[src/rtl/beep_pkg.sv]
`timescale 1ns/1ps
`default_nettype none
// +----------------------------------------------------------------------------+
// | Package     : beep_pkg                                                     |
// | Description : Shared types and constants for the beep burst scheduler:     |
// |               scheduler state encoding, the idle requester index, default  |
// |               interval/pulse settings and small requester-index helpers.   |
// | Revision    : 1.0 - initial release                                        |
// +----------------------------------------------------------------------------+
package beep_pkg;

    typedef enum logic [1:0] {
        IDLE = 2'd0,
        ON   = 2'd1,
        OFF  = 2'd2
    } state_t;

    // Reported on active_id whenever no burst is playing.
    localparam logic [1:0] IDLE_ID = 2'd3;

    localparam int DEF_ON_TICKS  = 500;
    localparam int DEF_OFF_TICKS = 500;
    localparam int DEF_P0_PULSES = 3;
    localparam int DEF_P1_PULSES = 2;
    localparam int DEF_P2_PULSES = 1;

    // Index of the lowest set bit (bit 0 has priority); IDLE_ID when empty.
    function automatic logic [1:0] lowest_set(input logic [2:0] v);
        if (v[0])      lowest_set = 2'd0;
        else if (v[1]) lowest_set = 2'd1;
        else if (v[2]) lowest_set = 2'd2;
        else           lowest_set = IDLE_ID;
    endfunction

    // One-hot vector for a requester index; all zero for IDLE_ID.
    function automatic logic [2:0] onehot(input logic [1:0] id);
        case (id)
            2'd0:    onehot = 3'b001;
            2'd1:    onehot = 3'b010;
            2'd2:    onehot = 3'b100;
            default: onehot = 3'b000;
        endcase
    endfunction

    // Requesters that outrank the given index.
    function automatic logic [2:0] lower_mask(input logic [1:0] id);
        case (id)
            2'd1:    lower_mask = 3'b001;
            2'd2:    lower_mask = 3'b011;
            default: lower_mask = 3'b000;
        endcase
    endfunction

endpackage
`default_nettype wire

[src/rtl/beep_tone.sv]
`timescale 1ns/1ps
`default_nettype none
// +----------------------------------------------------------------------------+
// | Module      : beep_tone                                                    |
// | Description : Interval timer and tone generator. On restart it begins a    |
// |               fresh ON (tone) or OFF (silent) interval with the tick       |
// |               counter at 0; during ON the buzzer toggles every cycle       |
// |               starting high, during OFF it stays low.                      |
// | Ports       : clk          - system clock, rising edge                     |
// |               rst_n        - synchronous active-low reset                  |
// |               enable       - an interval runs in the coming cycle          |
// |               restart      - start a new interval at this edge             |
// |               tone_on      - kind of interval started (1 = ON, 0 = OFF)    |
// |               beep         - registered buzzer drive                       |
// |               interval_end - current cycle is the last of the interval    |
// | Revision    : 1.0 - initial release                                        |
// +----------------------------------------------------------------------------+
module beep_tone
    import beep_pkg::*;
#(
    parameter int ON_TICKS  = DEF_ON_TICKS,
    parameter int OFF_TICKS = DEF_OFF_TICKS
) (
    input  logic clk,
    input  logic rst_n,
    input  logic enable,
    input  logic restart,
    input  logic tone_on,
    output logic beep,
    output logic interval_end
);

    localparam int c_max_ticks = (ON_TICKS > OFF_TICKS) ? ON_TICKS : OFF_TICKS;
    localparam int c_cnt_w     = (c_max_ticks > 1) ? $clog2(c_max_ticks) : 1;

    localparam logic [c_cnt_w-1:0] c_on_last  = c_cnt_w'(ON_TICKS - 1);
    localparam logic [c_cnt_w-1:0] c_off_last = c_cnt_w'(OFF_TICKS - 1);

    logic [c_cnt_w-1:0] r_cnt;
    logic               r_is_on;
    logic               r_run;
    logic               r_beep;

    always_ff @(posedge clk) begin
        if (!rst_n) begin
            r_cnt   <= '0;
            r_is_on <= 1'b0;
            r_run   <= 1'b0;
            r_beep  <= 1'b0;
        end else if (restart) begin
            r_cnt   <= '0;
            r_is_on <= tone_on;
            r_run   <= 1'b1;
            r_beep  <= tone_on;          // tone always opens high
        end else if (enable) begin
            r_cnt   <= r_cnt + 1'b1;
            r_beep  <= r_is_on & ~r_beep;
        end else begin
            r_cnt   <= '0;
            r_is_on <= 1'b0;
            r_run   <= 1'b0;
            r_beep  <= 1'b0;
        end
    end

    // Built only from registers so the scheduler can use it to form
    // restart/enable without a combinational loop.
    assign interval_end = r_run & (r_cnt == (r_is_on ? c_on_last : c_off_last));
    assign beep         = r_beep;

endmodule
`default_nettype wire

[src/rtl/beep_sched.sv]
`timescale 1ns/1ps
`default_nettype none
// +----------------------------------------------------------------------------+
// | Module      : beep_sched                                                   |
// | Description : Three-requester buzzer burst scheduler. Requests are latched |
// |               as sticky pending bits; the lowest pending index wins and    |
// |               plays Pi_PULSES ON/OFF pulses, bracketed by one-cycle grant  |
// |               and done pulses.                                             |
// | Ports       : clk       - system clock, rising edge                        |
// |               rst_n     - synchronous active-low reset                     |
// |               req[2:0]  - burst requests, bit 0 highest priority           |
// |               beep      - buzzer drive                                     |
// |               busy      - a burst is playing (ON or OFF)                   |
// |               grant[2:0]- one-hot pulse as a burst starts                  |
// |               done[2:0] - one-hot pulse as a burst completes               |
// |               active_id - playing requester, 3 when idle                   |
// | Macro       : BEEP_SCHED_PREEMPT_EN - a higher-priority pending request    |
// |               aborts the playing burst (no done for the aborted one).      |
// | Revision    : 1.0 - initial release                                        |
// +----------------------------------------------------------------------------+
module beep_sched
    import beep_pkg::*;
#(
    parameter int ON_TICKS  = DEF_ON_TICKS,
    parameter int OFF_TICKS = DEF_OFF_TICKS,
    parameter int P0_PULSES = DEF_P0_PULSES,
    parameter int P1_PULSES = DEF_P1_PULSES,
    parameter int P2_PULSES = DEF_P2_PULSES
) (
    input  logic       clk,
    input  logic       rst_n,
    input  logic [2:0] req,
    output logic       beep,
    output logic       busy,
    output logic [2:0] grant,
    output logic [2:0] done,
    output logic [1:0] active_id
);

    localparam int c_max_p01 = (P0_PULSES > P1_PULSES) ? P0_PULSES : P1_PULSES;
    localparam int c_max_p   = (c_max_p01 > P2_PULSES) ? c_max_p01 : P2_PULSES;
    localparam int c_pw      = (c_max_p > 0) ? $clog2(c_max_p + 1) : 1;

    function automatic logic [c_pw-1:0] pulses_for(input logic [1:0] id);
        case (id)
            2'd0:    pulses_for = c_pw'(P0_PULSES);
            2'd1:    pulses_for = c_pw'(P1_PULSES);
            2'd2:    pulses_for = c_pw'(P2_PULSES);
            default: pulses_for = '0;
        endcase
    endfunction

    state_t          r_state;
    logic [2:0]      r_pending;
    logic [2:0]      r_grant;
    logic [2:0]      r_done;
    logic [1:0]      r_id;
    logic            r_busy;
    logic [c_pw-1:0] r_pulses;

    logic [1:0] w_sel;
    logic       w_start;
    logic [2:0] w_clr;
    logic       w_more;
    logic       w_abort;
    logic       w_interval_end;
    logic       w_on_end;
    logic       w_off_end;
    logic       w_restart;
    logic       w_tone_on;
    logic       w_tone_en;
    logic       w_in_burst;

    assign w_in_burst = (r_state != IDLE);
    assign w_sel      = lowest_set(r_pending);
    assign w_start    = (r_state == IDLE) & (|r_pending);
    assign w_clr      = w_start ? onehot(w_sel) : 3'b000;
    // Remaining count includes the pulse now playing.
    assign w_more     = (r_pulses > c_pw'(1));

`ifdef BEEP_SCHED_PREEMPT_EN
    assign w_abort = w_in_burst & (|(r_pending & lower_mask(r_id)));
`else
    assign w_abort = 1'b0;
`endif

    assign w_on_end  = (r_state == ON)  & w_interval_end & ~w_abort;
    assign w_off_end = (r_state == OFF) & w_interval_end & ~w_abort;

    // The tone block needs to know at this edge what the next cycle holds,
    // so its registered beep is already correct in the first cycle of ON
    // and already low in the first cycle back in IDLE.
    assign w_restart = w_start | w_on_end | (w_off_end & w_more);
    assign w_tone_on = ~w_on_end;
    assign w_tone_en = w_restart | (w_in_burst & ~w_interval_end & ~w_abort);

    beep_tone #(
        .ON_TICKS  (ON_TICKS),
        .OFF_TICKS (OFF_TICKS)
    ) u_tone (
        .clk          (clk),
        .rst_n        (rst_n),
        .enable       (w_tone_en),
        .restart      (w_restart),
        .tone_on      (w_tone_on),
        .beep         (beep),
        .interval_end (w_interval_end)
    );

    always_ff @(posedge clk) begin
        if (!rst_n) begin
            r_state   <= IDLE;
            r_pending <= 3'b000;
            r_grant   <= 3'b000;
            r_done    <= 3'b000;
            r_id      <= IDLE_ID;
            r_busy    <= 1'b0;
            r_pulses  <= '0;
        end else begin
            r_grant   <= 3'b000;
            r_done    <= 3'b000;
            // A new request in the grant cycle survives the clear.
            r_pending <= (r_pending & ~w_clr) | req;

            case (r_state)
                IDLE: begin
                    if (w_start) begin
                        r_state  <= ON;
                        r_grant  <= w_clr;
                        r_id     <= w_sel;
                        r_pulses <= pulses_for(w_sel);
                        r_busy   <= 1'b1;
                    end
                end
                ON: begin
                    if (w_abort) begin
                        r_state  <= IDLE;
                        r_id     <= IDLE_ID;
                        r_pulses <= '0;
                        r_busy   <= 1'b0;
                    end else if (w_interval_end) begin
                        r_state  <= OFF;
                    end
                end
                OFF: begin
                    if (w_abort) begin
                        r_state  <= IDLE;
                        r_id     <= IDLE_ID;
                        r_pulses <= '0;
                        r_busy   <= 1'b0;
                    end else if (w_interval_end) begin
                        if (w_more) begin
                            r_state  <= ON;
                            r_pulses <= r_pulses - 1'b1;
                        end else begin
                            r_state  <= IDLE;
                            r_done   <= onehot(r_id);
                            r_id     <= IDLE_ID;
                            r_pulses <= '0;
                            r_busy   <= 1'b0;
                        end
                    end
                end
                default: begin
                    r_state  <= IDLE;
                    r_id     <= IDLE_ID;
                    r_pulses <= '0;
                    r_busy   <= 1'b0;
                end
            endcase
        end
    end

    assign busy      = r_busy;
    assign grant     = r_grant;
    assign done      = r_done;
    assign active_id = r_id;

endmodule
`default_nettype wire

[config.mk]
export PLATFORM = sky130hd
export DESIGN_NAME = beep_sched
export DESIGN_NICKNAME = d
export VERILOG_FILES = /design/src/rtl/beep_pkg.sv /design/src/rtl/beep_tone.sv /design/src/rtl/beep_sched.sv
export SDC_FILE = /design/constraint.sdc
export NUM_CORES = 1
export LEC_CHECK = 0
export ABC_CLOCK_PERIOD_IN_PS = 1800
export CORE_ASPECT_RATIO = 1.2
export CORE_MARGIN = 3
export CORE_UTILIZATION = 51
export CTS_BUF_LIST = sky130_fd_sc_hd__clkbuf_4 sky130_fd_sc_hd__clkbuf_8
export CTS_CLUSTER_DIAMETER = 200
export DETAILED_ROUTE_END_ITERATION = 12
export PLACE_DENSITY = 0.84
export SLEW_MARGIN = 20
export SYNTH_ARGS = -nofsm -noshare
export SYNTH_HDL_FRONTEND = slang
export SYNTH_SLANG_ARGS = --single-unit
[constraint.sdc]
create_clock -name clk -period 1.8 [get_ports clk]
set_input_delay 0.45 -clock clk [delete_from_list [all_inputs] [get_ports clk]]
set_output_delay 0.45 -clock clk [all_outputs]
set_load 0.1 [all_outputs]
* After elaboration in Yosys (flattened, before gate mapping) *
Index checks and enable logic that the tools add are counted.

cells by class
  add/subtract/negate cells = 2
  $lt $le $gt $ge = 1
  eq/ne operators = 12
  multiplexer cells = 29
  bitwise operators = 20
  reductions and logical operators = 11

operator list
  cell                                                                   number
  2-bit case mux with 3 select lines                                     4
  2-bit 2-to-1 mux                                                       11
  3-bit case mux with 3 select lines                                     2
  1-bit 2-to-1 mux                                                       10
  2-bit inequality test (second input constant)                          5
  9-bit by 1-bit adder with 9-bit output (second input constant)         1
  9-bit == test (second input constant)                                  1
  3-bit AND reduction                                                    3
  1-bit AND                                                              7
  1-bit NOT                                                              7
  2-bit by 1-bit == test with 1-bit output (second input constant)       3
  2-bit == test (second input constant)                                  3
  2-bit logical NOT                                                      3
  3-bit OR reduction                                                     2
  4-bit AND reduction                                                    1
  4-bit OR reduction                                                     1
  3-bit AND                                                              1
  3-bit 2-to-1 mux                                                       1
  3-bit NOT                                                              1
  1-bit OR                                                               3
  3-bit OR                                                               1
  1-bit case mux with 3 select lines                                     1
  2-bit by 1-bit > comparator with 1-bit output (second input constant)  1
  2-bit nonzero test                                                     1
  2-bit by 1-bit subtractor with 2-bit output (second input constant)    1

storage, ports and cells
  register bits = 28
  input port bits = 5

* Depth between registers and ports, before layout *
  word-level depth = 9
  gate-level depth with buffers = 6
  depth with buffers taken out = 5

* Modules after synthesis *
From an unflattened synthesis, not the netlist that was laid out.

unflattened totals
  cells, all modules = 132
  area, all modules = 1206.2 µm²

by module, submodules not included
  module      times used  cells each  area an instance (µm²)  seq. area each (µm²)
  beep_sched  1           79          725.7                   320.3
  beep_tone   1           53          480.5                   240.2

* Worst setup path after synthesis *
Ideal clock, no wire load.

  kind = flip-flop to flip-flop
  start = register u_tone.r_cnt[0]
  end = register u_tone.r_run
  data arrival time = 1.602 ns
  slack = 0.081 ns
  stages on the path, launching flop included = 7
  clock period less this slack = 1.719 ns
  cells stage by stage = dfxtp_1 > ha_1 > nand3_2 > or3_1 > buf_6 > and3_4 > a22o_1

on the way
  longest elaborated chain between the ends = 7
  elaborated cells between the ends (all ways) = 12

ends and longest elaborated chain
  what                                    RTL line                            RTL
  start, declared                         beep_tone.sv:39                     logic [c_cnt_w-1:0] r_cnt;
  start signal, assigned                  beep_tone.sv:56                     r_cnt <= r_cnt + 1'b1;
  9-bit == test *                         beep_tone.sv:68                     assign interval_end = r_run & (r_cnt == (r_is_on ? c_on_last : c_off_last));
  1-bit AND *                             beep_tone.sv:68
  1-bit AND, on equally long branches     beep_sched.sv:87, beep_sched.sv:88
  1-bit OR or 1-bit AND (tied branches)   beep_sched.sv:93                    assign w_restart = w_start | w_on_end | (w_off_end & w_more);
  1-bit OR                                beep_sched.sv:93
  1-bit OR                                beep_sched.sv:95                    assign w_tone_en = w_restart | (w_in_burst & ~w_interval_end & ~w_abort);
  2-bit inequality test (no source line)  --
  end signal, assigned                    beep_tone.sv:48                     r_run <= 1'b0;
  end signal, assigned                    beep_tone.sv:53                     r_run <= 1'b1;
  end signal, assigned                    beep_tone.sv:61                     r_run <= 1'b0;
  end, declared                           beep_tone.sv:41                     logic r_run;

Mark *: on every way between the ends. The rest lies on a longest branch, timed or not.
A chain may end at the register's enable or synchronous reset.

* Worst setup path in the final report *
  start = register u_tone.r_cnt[1]
  end = register r_done[2], in the netlist done[2]

on the way
  longest elaborated chain between the ends = 4

ends and longest elaborated chain
  what                                 RTL line           RTL
  9-bit == test                        beep_tone.sv:68
  1-bit AND                            beep_tone.sv:68
  1-bit NOT (no source line)           --
  4-bit OR reduction (no source line)  --
  end signal, assigned                 beep_sched.sv:157  r_done <= onehot(r_id);
  end, declared                        beep_sched.sv:56   logic [2:0] r_done;

Every way passes these cells.

==> summary.txt <==
Synthesis
  • Syn_area_per_cell: 9.28 um2
  • Seq/Total Area, Yosys: 46.1%
  • Async SR Flop Fraction: 0%
  • Synth cell types: 44
  • Synth warn: 0
  • Mapped cell area: 1220 um2
  • Post-synth EDFFs: 0
  • Cells after synthesis: 131
  • Synth Register Bits: 28
  • Top_reg_cell synth: dfxtp_1
  • Mapped Nets: 137

Critical path
  • Critical Path AT: 1.95 ns
  • Worst R2R Path Depth: 6
  • Worst path cell trace: ha_1 > nand3_2 > buf_4 > nor4_1 > nand3_1 > nor3b_1
  • Worst endpoint required time: 2.06 ns
  • Slack of the worst reg-to-reg path: 0.10 ns
  • FF-to-FF End: done[2]
  • Max Fanout on Critical Path: 5
  • Critical Path Start: u_tone.r_cnt[1]
  • R2r startpoint: u_tone.r_cnt[1]
  • Critical Path Max Stage Delay: 0.43 ns
  • Setup Crit Path Kind: reg -> reg
  • Worst setup EP type: flip-flop
  • Element type at the critical path start: flip-flop
  • CP max stage cell: dfxtp_1

Die
  • Die area: 3010 um2
  • Top-Level Pins: 15
  • Num rows: 18
  • Die X: 50.6 um
  • Core Area: 2160 um2
  • Die height: 59.5 um
  • Initial Util: 56.2%

Placed design
  • Dpl hpwl: 2.02 mm
  • PortBufs: 14
  • Dpl cell area: 1520 um2
  • GPL Wtd Cong: 0.829

Global route
  • Initial antenna violation count: 0
  • Largest net degree at the start of global routing: 16
  • Vias in the first global route: 1,075
  • Overflow after GRT: 0
  • GRT Overall Usage: 20.5%
  • First-pass GRT wire length: 4.70 mm

Detailed routing
  • DRC violations left: 0
  • Initial DRC Count: 30
  • Drt first pass iters: 4
  • Routed len/inst: 14.5 um
  • Vias per std cell: 5.69
  • Via count: 1,029
  • Routed WL: 2.63 mm
  • Post-route ant nets: 0

STA
  • Worst-margin pin slew: 0.455 ns
  • RSZ-0062 raised after global routing: false
  • Slew headroom: 69.3%
  • Fin crit share: 94.3%
  • Endpoints failing hold: 0
  • # setup viols final: 0
  • Fin Setup TNS: 0 ns
  • Min Tclk post-route: 1.70 ns
  • Clk_skew: 0.00327 ns
  • Slew Viols, Final: 0
  • FMAX: 0.589 GHz

Clocking
  • CTS clk-pin slew, worst paths: 0.14 ns
  • Clock root buffer: clkbuf_4
  • CTS Buf Count: 3
  • H-tree levels: 1
  • Clock tree buffer depth: 2
  • # clock sinks: 28
  • CTS tree: built
  • Skew-Pair Late Insertion Delay: 0.33 ns

Power
  • Peak supply drop: 0.000677 V
  • PwrDens: 808 nW/um2
  • PnR Total Power: 1280 uW
  • Lkg Pwr: 0.000619 uW

Job
  • Max-cap violations: 0

Cells and area
  • # fillers: 159
  • Register area: 561 um2
  • Layout cells sized above 1: 22.5%
  • Multi-input logic area: 629 um2
  • Ant diodes: 0
  • NumNets Final: 158
  • Area Overhead vs Synth: 29.8%
  • Post-route cell area: 1580 um2

Worst hold path
  • Hold Crit Class: reg -> reg
  • Hold Path End: u_tone.beep
  • WHS Path Cells: 2
  • HP Start: u_tone.r_is_on

Outcome
  • Status: completed
[logic make-up (layout without fill, tap and decap cells)]
kind of cell    count (synthesis)  after routing  share of synthesized area, %
buf+inv                        10             30                          3.70
simple gates                   60             60                          29.2
compound gates                 22             22                          12.5
flops                          28             28                          46.1
mux                             3              3                          2.47
xor+xnor                        7              7                          5.04
fa+ha+maj                       1              1                          1.03
[per-stage QoR]
stage / setup WS [ns] / cells / util (%) / hold slack, ns
after floorplan: 0.0814 / 131 / - / 0.441
after global placement: 0.167 / 177 / 70.5 / 0.451
after detailed placement: 0.0725 / 177 / 70.5 / 0.477
after CTS: 0.0459 / 181 / 72.2 / 0.482
after global routing: 0.00695 / 181 / 73.0 / 0.503
final: 0.103 / 181 / 73.0 / 0.480
[cells in the mapped netlist (2+ instances only)]
cell type   n  area, um2
or2_2       2       12.5
nor3_1      5       25.0
inv_1       4       15.0
nor4_1      3       18.8
nand2b_1    4       25.0
nand3_1     5       25.0
mux2i_1     3       30.0
and3_1      2       12.5
o21ai_0     6       30.0
and4_1      2       17.5
nand3_2     2       20.0
nand2_1     7       26.3
a21oi_1     4       20.0
clkbuf_1    5       18.8
nor2_1     12       45.0
nand3b_1    2       15.0
xnor2_1     2       17.5
nor2b_1     4       25.0
xor2_1      5       43.8
dfxtp_1    28        561
[worst max-delay path by stage]
| stage | to | slack [ns] | cells past startpoint |
|---|---|---|---|
| after floorplan | u_tone.r_run | 0.08 | 6 |
| after global placement | u_tone.r_run | 0.17 | 5 |
| after detailed placement | u_tone.r_run | 0.07 | 5 |
| after CTS | u_tone.r_run | 0.05 | 5 |
| after global routing | r_pulses[0] | 0.007 | 5 |
| final | done[2] | 0.10 | 6 |
[area by class of cell]
cell class,instances,area share [%]
flip-flops and latches,28,35.5
well taps,30,2.38
repair buffers,22,19.0
multi-input cells,93,39.9
clock buffers,4,2.30
inverters,4,0.951
[power by group]
group / leakage (uW) / total [uW] / switching [uW] / internal, uW
Sequential: 0.000229 / 695 / 42.8 / 652
Clock: 0.0000210 / 304 / 180 / 124
Combinational: 0.000369 / 277 / 165 / 112
[flip-flops by register name, summed over array words and instances (netlist names), 2 cells and up]
signal / count
u_tone.r_cnt: 9
done: 3
grant: 3
r_pending: 3
active_id: 2
r_pulses: 2
r_state: 2
[critical path, delay by kind of cell, from the launching register on]
family	cells	cell delay [ns]
flip-flops	1	0.43
AND/OR/NAND/NOR	4	0.80
adder cells (fa/ha/maj)	1	0.23
buffers and inverters	1	0.17
[cells in the final DEF (no fill, tap or decap), types with 3 or more instances in the layout]
cell type / instances
o21ai_0: 6
nand3_1: 5
nand2b_1: 4
buf_12: 10
clkbuf_4: 3
clkdlybuf4s50_1: 4
mux2i_1: 3
nor3_1: 5
dfxtp_1: 28
nor2b_1: 4
buf_4: 8
nand2_1: 7
a21oi_1: 4
nor2_1: 12
inv_1: 4
xor2_1: 5
[metal layers]
| layer | vias to the layer above | share of wire (%) | track usage (%) |
|---|---|---|---|
| met2 | 38 | 49 | 36.0 |
| met4 | 0 | 3.2 | 10.4 |
| li1 | 506 | - | - |
| met1 | 471 | 42 | 22.5 |
| met5 | - | 0 | 0 |
| met3 | 14 | 5.2 | 5.79 |
[what timing repair did]
item                                    4_1_cts  5_1_grt
buffers inserted                              0        0
hold buffers                                  0        0
endpoints found under the setup margin        0        6
gates resized for setup                       0        4
Power figures use the tool's default switching activity.
